`src/rtl/tt_mizidd_alu_sequencer.sv`:
```
`default_nettype none
// ============================================================================
// Module   : tt_mizidd_alu_sequencer
// Purpose  : Program sequencer for the 7-bit accumulator ALU. Stores up to
//            DEPTH {opcode[2:0], operand[6:0]} words loaded over a valid/ready
//            port. On start it replays them, one word per clock, onto the
//            registered ALU opcode/operand outputs. It emits NOP (0,0) whenever
//            it is not running.
// Ports    : clk, rst_n (sync, active low), ena (global freeze when low)
//            wr_valid/wr_ready/wr_opcode/wr_operand : program load port
//            start/loop/stop/clear                  : replay control
//            alu_opcode/alu_operand                 : registered ALU drive
//            count                                  : words stored, 0..DEPTH
//            busy (RUN), done (one-cycle pulse, DONE)
// Revision : 1.0 - initial release
// ============================================================================
module tt_mizidd_alu_sequencer #(
  parameter int DEPTH  = 8,
  parameter int ADDR_W = 3
) (
  input  logic              clk,
  input  logic              rst_n,
  input  logic              ena,
  input  logic              wr_valid,
  output logic              wr_ready,
  input  logic [2:0]        wr_opcode,
  input  logic [6:0]        wr_operand,
  input  logic              start,
  input  logic              loop,
  input  logic              stop,
  input  logic              clear,
  output logic [2:0]        alu_opcode,
  output logic [6:0]        alu_operand,
  output logic [ADDR_W:0]   count,
  output logic              busy,
  output logic              done
);

  typedef enum logic [1:0] {
    S_IDLE = 2'd0,
    S_RUN  = 2'd1,
    S_DONE = 2'd2
  } state_t;

  localparam logic [ADDR_W:0] c_DEPTH = (ADDR_W + 1)'(DEPTH);
  localparam logic [ADDR_W:0] c_ONE   = (ADDR_W + 1)'(1);
  localparam logic [2:0]      c_HALT  = 3'b111;

  state_t          r_state;
  logic [ADDR_W:0] r_count;
  logic [ADDR_W:0] r_pc;
  logic            r_loop;
  logic [2:0]      r_alu_opcode;
  logic [6:0]      r_alu_operand;
  logic            r_busy;
  logic            r_done;
  logic [9:0]      r_mem [DEPTH];

  logic            w_wr_fire;
  logic [9:0]      w_cur_word;
  logic [9:0]      w_first_word;

  // start and clear outrank a write in IDLE, so they withdraw ready outright.
  assign wr_ready     = ena & (r_state == S_IDLE) & (r_count < c_DEPTH) & ~start & ~clear;
  assign w_wr_fire    = wr_valid & wr_ready;
  // Only indexed in RUN while pc < count <= DEPTH, so the low bits suffice.
  assign w_cur_word   = r_mem[r_pc[ADDR_W-1:0]];
  assign w_first_word = r_mem[0];

  assign count        = r_count;
  assign alu_opcode   = r_alu_opcode;
  assign alu_operand  = r_alu_operand;
  assign busy         = r_busy;
  assign done         = r_done;

  // Program storage carries no reset; count alone defines what is valid.
  always_ff @(posedge clk) begin
    if (rst_n && w_wr_fire) begin
      r_mem[r_count[ADDR_W-1:0]] <= {wr_opcode, wr_operand};
    end
  end

  always_ff @(posedge clk) begin
    if (!rst_n) begin
      r_state       <= S_IDLE;
      r_count       <= '0;
      r_pc          <= '0;
      r_loop        <= 1'b0;
      r_alu_opcode  <= '0;
      r_alu_operand <= '0;
      r_busy        <= 1'b0;
      r_done        <= 1'b0;
    end else if (ena) begin
      case (r_state)
        S_IDLE: begin
          r_alu_opcode  <= '0;
          r_alu_operand <= '0;
          r_done        <= 1'b0;
          if (clear) begin
            r_count <= '0;
          end else if (start && (r_count != '0)) begin
            // Word 0 goes out on the start edge itself, unconditionally.
            r_state       <= S_RUN;
            r_busy        <= 1'b1;
            r_loop        <= loop;
            r_alu_opcode  <= w_first_word[9:7];
            r_alu_operand <= w_first_word[6:0];
            r_pc          <= c_ONE;
          end else if (w_wr_fire) begin
            r_count <= r_count + c_ONE;
          end
        end

        S_RUN: begin
          if (stop || ((r_pc == r_count) && !r_loop) ||
              ((r_pc != r_count) && (w_cur_word[9:7] == c_HALT))) begin
            r_alu_opcode  <= '0;
            r_alu_operand <= '0;
            r_state       <= S_DONE;
            r_busy        <= 1'b0;
            r_done        <= 1'b1;
          end else if (r_pc == r_count) begin
            // Loop wrap: word 0 is re-issued without a HALT check.
            r_alu_opcode  <= w_first_word[9:7];
            r_alu_operand <= w_first_word[6:0];
            r_pc          <= c_ONE;
          end else begin
            r_alu_opcode  <= w_cur_word[9:7];
            r_alu_operand <= w_cur_word[6:0];
            r_pc          <= r_pc + c_ONE;
          end
        end

        S_DONE: begin
          r_state <= S_IDLE;
          r_done  <= 1'b0;
        end

        default: begin
          r_state       <= S_IDLE;
          r_busy        <= 1'b0;
          r_done        <= 1'b0;
          r_alu_opcode  <= '0;
          r_alu_operand <= '0;
        end
      endcase
    end
  end

endmodule
`default_nettype wire

```
`config.mk`:
```
export PLATFORM = sky130hd
export DESIGN_NAME = tt_mizidd_alu_sequencer
export DESIGN_NICKNAME = d
export VERILOG_FILES = /design/src/rtl/tt_mizidd_alu_sequencer.sv
export SDC_FILE = /design/constraint.sdc
export NUM_CORES = 1
export LEC_CHECK = 0
export ABC_CLOCK_PERIOD_IN_PS = 4560
export CORE_MARGIN = 4
export CORE_UTILIZATION = 25
export DETAILED_ROUTE_END_ITERATION = 10
export GPL_ROUTABILITY_DRIVEN = 1
export MAX_ROUTING_LAYER = met4
export PLACE_DENSITY = 0.49
export SLEW_MARGIN = 10
export SYNTH_ARGS = -nofsm -noshare
export SYNTH_HDL_FRONTEND = slang
export SYNTH_SLANG_ARGS = --single-unit
```
`constraint.sdc`:
```
create_clock -name clk -period 4.56 [get_ports clk]
set_clock_uncertainty 0.1 [all_clocks]
set_input_delay 0.912 -clock clk [delete_from_list [all_inputs] [get_ports clk]]
set_output_delay 0.912 -clock clk [all_outputs]
set_load 0.01 [all_outputs]
```
==> results.txt, run 1 <==
status -> complete, no violations
sequential power share -> 0.537
GP Congestion -> 0.7641
# setup viols final -> 0
Final Util -> 0.3079
Hold Crit Depth -> 1
cts bufs inserted -> 9
Hold-fix buffers, CTS -> 0
Area contributors post-synth -> edfxtp_1 53%, dfxtp_1 11%, mux4_1 5.2%
f_max -> 287.2 MHz
GR Overflow Total -> 0
period utilization -> 0.7636
yosys warns -> 0
Core Box Area -> 17960 um2
residual DRC count -> 0
top_reg_cell synth -> edfxtp_1
clock slew at reported path FFs -> 0.06 ns
Synth Instances -> 308
WL per Instance -> 18.62 um
startpoint of the worst hold path -> done
area leader, netlist -> edfxtp_1
HP Class -> reg -> reg
CTS tree -> built
first-pass GRT wire length -> 16850 um
Initial Util -> 0.2539
Switching Fraction -> 0.2016
layout cells sized above 1 -> 0.1286
Post-synth EDFFs -> 80
crit-path cells -> clkdlybuf4s50_1 > nor2b_1 > and2_1 > clkdlybuf4s50_1
mapped cell area -> 4561 um2
# H-tree levels -> 3
Detailed Route WL -> 10780 um
Via-to-Cell Ratio -> 4.813
clk buf depth -> 2
CTS sink count -> 106
WP data required -> 3.55 ns
CP top delay family -> buffers and inverters
minimum clock period after layout -> 3.482 ns
net switching power -> 391.3 uW
number of global-route vias before repair -> 2796
Final Max Slew Viols -> 0
Final TNS setup -> 0 ns
drt pass-1 iters -> 5
final hold vios -> 0
CP Data Arrival Time -> 2.47 ns
Worst R2R Path Depth -> 6
antenna violation net count after detailed routing -> 0
CP startpoint kind -> input pin
Seq/Total Area, Yosys -> 0.6409
Die ar. -> 20470 um2
initial antenna violation count -> 0
Post-synth top cells -> 80 x edfxtp_1, 26 x dfxtp_1, 19 x nand2_1, 17 x mux2i_1, 16 x o21ai_0
IO Pins -> 35
synthesized flop and latch total -> 106
chip height -> 143.1 um
Power Internal -> 1.549 mW
CP bufs+invs -> 2
syn_nets -> 329
max_cap viols -> 0
slowest cell delay on critical path -> 0.64 ns
Iteration-0 DRC Markers -> 279
R2R setup slack -> 1.29 ns
post-cts sizing count -> 0
Pleak -> 1.730 nW
post-CTS setup repair buffer count -> 0
Worst-Skew Late Latency -> 0.35 ns
top-count cell post-synth -> edfxtp_1
GRT Total Usage -> 0.1140
Worst setup EP type -> output port
combinational share of power -> 0.035
Mapped Avg Cell Area -> 14.81 um2
slowest cell on the critical path -> clkdlybuf4s50_1
cell mode on critical path -> clkdlybuf4s50_1
Area growth syn-to-layout -> 21.26%
synth unique cells -> 49
die width -> 143.1 um
hold endpoint -> done
Rows -> 49
largest net degree at the start of global routing -> 25
Buffers on Ports -> 34
Worst Tran Pin Value -> 0.8882 ns
unrepaired setup endpoints after global routing -> no
CP max FO -> 10
HPWL Detailed -> 7482 um
Peak VDD IR -> 0.0001753 V
Ant. Diodes -> 0
PD cells -> 350.9 nW/um2
Clock Tree Root -> clkbuf_16
Clock Power Share -> 0.429
# fillers -> 1798
Vias -> 2787
slew margin rel. -> 0.4071
top-area cell type share of the netlist area -> 0.5267
CP Class -> in -> out
Worst R2R End -> alu_operand[2]
nets@finish -> 367
share of flip-flops with an asynchronous set or reset -> 0
-- worst register-to-register path, stage by stage, from the launching register on --
cell	delay (ns)
dfxtp_1	0.90
mux4_1	0.72
mux2i_4	0.20
nor2_4	0.11
a2111oi_4	0.74
a222oi_1	0.21
nor3_1	0.20
-- layout make-up --
cell class / count / area [um2] / area share
inverter: 4 / 15.01 / 0.002715
sequential: 106 / 2923 / 0.5285
clock inverter: 5 / 86.33 / 0.01561
multi-input combinational: 179 / 1560 / 0.2821
tap: 229 / 286.5 / 0.05181
clock buffer: 10 / 229.0 / 0.04140
timing repair buffer: 46 / 430.4 / 0.07783
-- power groups by stage --
stage               Sequential, mW  Combinational (mW)  Clock, mW
finish                        1.04              0.0673      0.832
global route                  1.04              0.0744      0.897
CTS                           1.04              0.0682      0.856
detailed placement            1.06              0.0680          0
global placement              1.06              0.0664          0
floorplan                     1.06              0.0304          0
-- worst max-delay path by stage --
stage | start | to | slack, ns | cells after the start
floorplan | ena | r_mem[4][0] | 1.17 | 5
global placement | ena | wr_ready | 1.10 | 4
detailed placement | ena | wr_ready | 1.06 | 4
CTS | ena | wr_ready | 1.07 | 4
global route | ena | wr_ready | 0.98 | 4
finish | ena | wr_ready | 1.08 | 4
-- registers in the layout, summed over array words and instances, names as in the netlist, named ones only --
signal / flops
r_loop: 1
r_mem: 80
r_pc: 4
count: 4
r_state: 2
alu_opcode: 3
done: 1
alu_operand: 7
busy: 1
-- stage by stage --
stage          total power, mW  cells  setup WS, ns  area [um2]  hold WS [ns]
2_1_floorplan            1.092    308         1.170        4561        0.3581
3_3_place_gp             1.130    564         1.103        5215        0.3644
3_5_place_dp             1.131    564         1.062        5215        0.3682
4_1_cts                  1.966    579         1.065        5530        0.3843
5_1_grt                  2.013    579        0.9773        5530        0.3960
6_report                 1.941    579         1.078        5530        0.3796
-- routing by layer --
layer | up-vias | share of wire | track usage
met5 | - | 0 | -
met1 | 1402 | 0.47 | 0.1564
met2 | 66 | 0.46 | 0.1654
met3 | 15 | 0.054 | 0.02646
met4 | 0 | 0.018 | 0.04002
li1 | 1304 | - | -
-- logic make-up (layout without fill, tap and decap cells) --
kind of cell | count (synthesis) | in the layout | synth area share
compound gates | 67 | 67 | 0.1169
xor+xnor | 5 | 5 | 0.009602
fa+ha+maj | 3 | 3 | 0.008231
buf+inv | 23 | 65 | 0.02222
flops | 106 | 106 | 0.6409
mux | 31 | 31 | 0.1139
simple gates | 73 | 73 | 0.08834
-- placed cells by master (no fill, tap or decap), types with 4 or more instances in the layout --
master           instances
clkbuf_16                9
a22oi_1                  8
nor2_1                  11
edfxtp_1                80
nor3_1                  13
inv_1                    4
o21ai_0                 16
buf_4                   12
mux4_1                   9
mux2i_1                 17
nand2_1                 19
nor2b_1                  7
a222oi_1                 9
a21oi_1                 12
clkdlybuf4s50_1         34
dfxtp_1                 26
xor2_1                   5
Power figures use the tool's default switching activity.
==> run 2, diff against run 1 <==
Settings changed: ABC_CLOCK_PERIOD_IN_PS 4560 to 2990, PLACE_DENSITY 0.49 to 0.5.
Clock period 4.56 ns to 2.99 ns, I/O delays scaled along.
==> run 2 against run 1 <==
Compared with the run above:
- worst hold slack worse by 0.0013 ns
- register-to-register slack worse by 1.0 ns
- total power is 45% higher
- clock-buffer cell count stayed put
- die area stayed put
- routed wire length is 1.0% higher
- sequential power is 53% higher
- critical endpoint unchanged
==> results.txt, run 2 (synthesis results as in run 1) <==
cts bufs inserted -> 9
IO Pins -> 35
Final TNS setup -> 0 ns
Post-Place Setup Slack -> 0.1249 ns
antenna violation net count after detailed routing -> 0
Pleak -> 1.792 nW
Initial Util -> 0.2539
CP max FO -> 4
Rows -> 49
Area growth syn-to-layout -> 23.18%
final hold vios -> 0
CP bufs+invs -> 2
chip height -> 143.1 um
f_max -> 346.8 MHz
post-cts sizing count -> 0
Hold Crit Depth -> 1
Core Box Area -> 17960 um2
# setup viols final -> 0
DP Area -> 5340 um2
GRT Total Usage -> 0.1142
slew margin rel. -> 0.3381
GP Congestion -> 0.7419
nets@finish -> 382
crit-path cells -> clkdlybuf4s50_1 > nor4_1 > and2_1 > clkdlybuf4s50_1
WP data required -> 2.29 ns
first-pass GRT wire length -> 16920 um
CTS tree -> built
largest net degree at the start of global routing -> 22
CP Data Arrival Time -> 2.19 ns
Buffers on Ports -> 34
GR Overflow Total -> 0
final worst slack -> 0.1066 ns
number of global-route vias before repair -> 2926
clk buf depth -> 2
slowest cell on the critical path -> clkdlybuf4s50_1
post-CTS setup repair buffer count -> 0
CTS sink count -> 106
CP top delay family -> buffers and inverters
CP Class -> in -> out
CP startpoint kind -> input pin
WP depth -> 4
max_cap viols -> 0
Final Max Slew Viols -> 0
# fillers -> 1764
Via-to-Cell Ratio -> 4.733
WL per Instance -> 18.30 um
status -> complete, no violations
Ant. Diodes -> 0
Largest register FFs -> 80
cell area after layout -> 5618 um2
PD cells -> 500.3 nW/um2
Peak VDD IR -> 0.0002414 V
Clock Tree Root -> clkbuf_16
Final Util -> 0.3127
die width -> 143.1 um
unrepaired setup endpoints after global routing -> no
cell mode on critical path -> clkdlybuf4s50_1
Min Hold Slack -> 0.3782 ns
residual DRC count -> 0
Worst setup EP type -> output port
drt pass-1 iters -> 5
minimum clock period after layout -> 2.883 ns
Detailed Route WL -> 10890 um
Die ar. -> 20470 um2
period utilization -> 0.9643
Worst R2R Path Depth -> 7
HPWL Detailed -> 7517 um
# H-tree levels -> 3
most frequent cells in the layout -> 80 x edfxtp_1, 34 x clkdlybuf4s50_1, 26 x dfxtp_1, 26 x buf_4, 19 x nand2_1
initial antenna violation count -> 0
HP Class -> reg -> reg
Worst-Skew Late Latency -> 0.35 ns
clock slew at reported path FFs -> 0.06 ns
Worst Tran Pin Value -> 0.9863 ns
Vias -> 2816
slowest cell delay on critical path -> 0.54 ns
layout cells sized above 1 -> 0.1639
commonest non-fill, non-tap cell in the layout -> edfxtp_1
Iteration-0 DRC Markers -> 167
Hold-fix buffers, CTS -> 0
-- run 2: cell types whose count changed in the layout (fill, tap and decap cells not counted), sizes merged --
cell,before,now
buf,12,27
inv,6,7
bufinv,2,0
clkinv,1,2
clkinvlp,0,1
-- run 2: power by group --
group          leakage [nW]  internal [mW]  total (mW)  switching (mW)
Sequential            0.929           1.58        1.59         0.00340
Combinational         0.730         0.0478       0.111          0.0633
Clock                 0.133          0.576        1.11           0.538
Total                  1.79           2.21        2.81           0.605
-- run 2: final timing paths --
kind         startpoint        to  slack (ns)
max               clear  wr_ready        0.11
min                done      done        0.38
max reg2reg   flip-flop   r_pc[3]        0.27
min reg2reg        done      done        0.38
-- run 2: metal layers --
layer / vias up / share of wire / GRT usage
met2: 62 / 0.47 / 0.1778
met5: - / 0 / -
met3: 6 / 0.047 / 0.03315
met4: 0 / 0.0093 / 0.02851
met1: 1414 / 0.47 / 0.1472
li1: 1334 / - / -
-- run 2: layout make-up --
class | instances | area [um2] | share of cell area
Multi-Input combinational cell | 179 | 1560 | 0.2777
Inverter | 4 | 15.01 | 0.002673
Tap cell | 229 | 286.5 | 0.05100
Clock inverter | 6 | 48.80 | 0.008686
Clock buffer | 10 | 229.0 | 0.04076
Timing Repair Buffer | 61 | 555.5 | 0.09889
Sequential cell | 106 | 2923 | 0.5203
-- run 2: per-stage QoR --
stage | power (mW) | std cells
floorplan | 1.665 | 308
global placement | 1.729 | 579
detailed placement | 1.730 | 579
CTS | 2.840 | 595
global route | 2.914 | 595
finish | 2.810 | 595
-- run 2: worst reg2reg max path: cells and delay by family (launching register included) --
kind                   cells  cell delay [ns]
AOI/OAI and AO/OA          2             0.83
buffers and inverters      1             0.24
DFF                        1             0.55
muxes                      1             0.55
and+or+nand+nor            3             0.35
==> run 3, diff against run 2 <==
Settings changed: CORE_UTILIZATION 25 to 35, PLACE_DENSITY 0.5 to 0.62.
==> run 3 against run 2 <==
Compared with the run above:
- sequential power about the same
- utilization up 12 points
- flip-flop and latch count is the same
- combinational power about the same
- critical endpoint is now alu_operand[4]
- highest routed layer unchanged
==> results.txt, run 3 (synthesis results as in run 1) <==
status -> complete, no violations
layout cells sized above 1 -> 0.1575
Core Box Area -> 12670 um2
Post-Place Setup Slack -> 0.2054 ns
slowest cell on the critical path -> mux4_1
CP max FO -> 6
first-pass GRT wire length -> 15550 um
Final Max Slew Viols -> 0
Final TNS setup -> 0 ns
Worst setup EP type -> flip-flop
final non-filler cell total -> 534
Die ar. -> 14920 um2
antenna violation net count after detailed routing -> 0
Worst-Skew Late Latency -> 0.35 ns
Via-to-Cell Ratio -> 5.257
Detailed Route WL -> 10010 um
CP bufs+invs -> 1
DP Area -> 5221 um2
CP startpoint kind -> flip-flop
Pleak -> 1.780 nW
period utilization -> 0.9258
drt pass-1 iters -> 5
Vias -> 2807
f_max -> 361.3 MHz
Worst Tran Pin Value -> 0.8424 ns
WL per Instance -> 18.74 um
post-cts sizing count -> 0
cell area after layout -> 5504 um2
Min Hold Slack -> 0.3673 ns
Area growth syn-to-layout -> 20.69%
Buffers on Ports -> 34
Clock Tree Root -> clkbuf_16
commonest non-fill, non-tap cell in the layout -> edfxtp_1
GP Congestion -> 0.8518
final hold vios -> 0
die width -> 122.2 um
Ant. Diodes -> 0
GRT Total Usage -> 0.1441
Rows -> 41
slowest cell delay on critical path -> 0.65 ns
IO Pins -> 35
residual DRC count -> 0
HPWL Detailed -> 6987 um
cts bufs inserted -> 9
largest net degree at the start of global routing -> 25
CP Class -> reg -> reg
slew margin rel. -> 0.4347
Largest register FFs -> 80
max_cap viols -> 0
most frequent cells in the layout -> 80 x edfxtp_1, 34 x clkdlybuf4s50_1, 26 x dfxtp_1, 23 x buf_4, 19 x nand2_1
WP data required -> 3.16 ns
crit-path cells -> mux4_1 > mux2i_4 > nor2_4 > a2111oi_4 > buf_4 > a222oi_1 > nor3_1
chip height -> 122.2 um
# H-tree levels -> 3
initial antenna violation count -> 0
clk buf depth -> 2
Iteration-0 DRC Markers -> 251
Initial Util -> 0.3599
Placed Cells -> 518
final worst slack -> 0.2218 ns
number of global-route vias before repair -> 2792
PD cells -> 513.3 nW/um2
# fillers -> 1137
unrepaired setup endpoints after global routing -> no
# setup viols final -> 0
CTS tree -> built
Hold-fix buffers, CTS -> 0
minimum clock period after layout -> 2.768 ns
HP Class -> reg -> reg
CP Data Arrival Time -> 2.93 ns
CTS sink count -> 106
post-CTS setup repair buffer count -> 0
GR Overflow Total -> 0
Peak VDD IR -> 0.0003043 V
clock slew at reported path FFs -> 0.08 ns
nets@finish -> 378
CP top delay family -> multiplexers
## run 3: cell types whose count changed in the layout (fill, tap and decap cells not counted)
cell	change
clkinv_4	-1
clkbuf_1	-1
buf_4	-3
inv_6	-1
buf_12	-1
clkinv_1	-1
clkinvlp_4	-1
inv_8	+2
nor3b_1	+1
clkinv_2	+3
nor3b_2	-1
## run 3: worst paths after layout
path / cells after the start / slack, ns / endpoint / startpoint
hold / removal: 1 / 0.37 / done / done
hold reg to reg: 1 / 0.37 / done / done
setup reg to reg: 7 / 0.22 / alu_operand[4] / flip-flop
setup / recovery: 7 / 0.22 / alu_operand[4] / flip-flop
## run 3: final cells by class
type / instances / area (um2) / share of cell area
Tap cell: 172 / 215.2 / 0.03910
Inverter: 4 / 15.01 / 0.002728
Timing Repair Buffer: 57 / 513.0 / 0.09320
Sequential cell: 106 / 2923 / 0.5310
Clock buffer: 9 / 225.2 / 0.04092
Multi-Input combinational cell: 179 / 1555 / 0.2826
Clock inverter: 7 / 57.56 / 0.01046
## run 3: per-layer routing
| layer | vias up | routed length (um) | GRT usage |
|---|---|---|---|
| met5 | - | 0 | - |
| met3 | 10 | 429 | 0.03343 |
| li1 | 1326 | - | - |
| met2 | 63 | 4811 | 0.2210 |
| met1 | 1408 | 4621 | 0.1886 |
| met4 | 0 | 147 | 0.05178 |
## run 3: stage by stage
stage                       util  power [mW]
final                     0.4344       2.825
after CTS                 0.4344       2.854
after global routing      0.4344       2.923
after global placement    0.4121       1.725
after detailed placement  0.4121       1.728
after floorplan                -       1.665
## run 3: power breakdown
group	total, mW	switching (mW)	internal (mW)	leakage, nW
Clock	1.13	0.550	0.581	0.145
Combinational	0.109	0.0621	0.0467	0.705
Sequential	1.59	0.00311	1.58	0.929
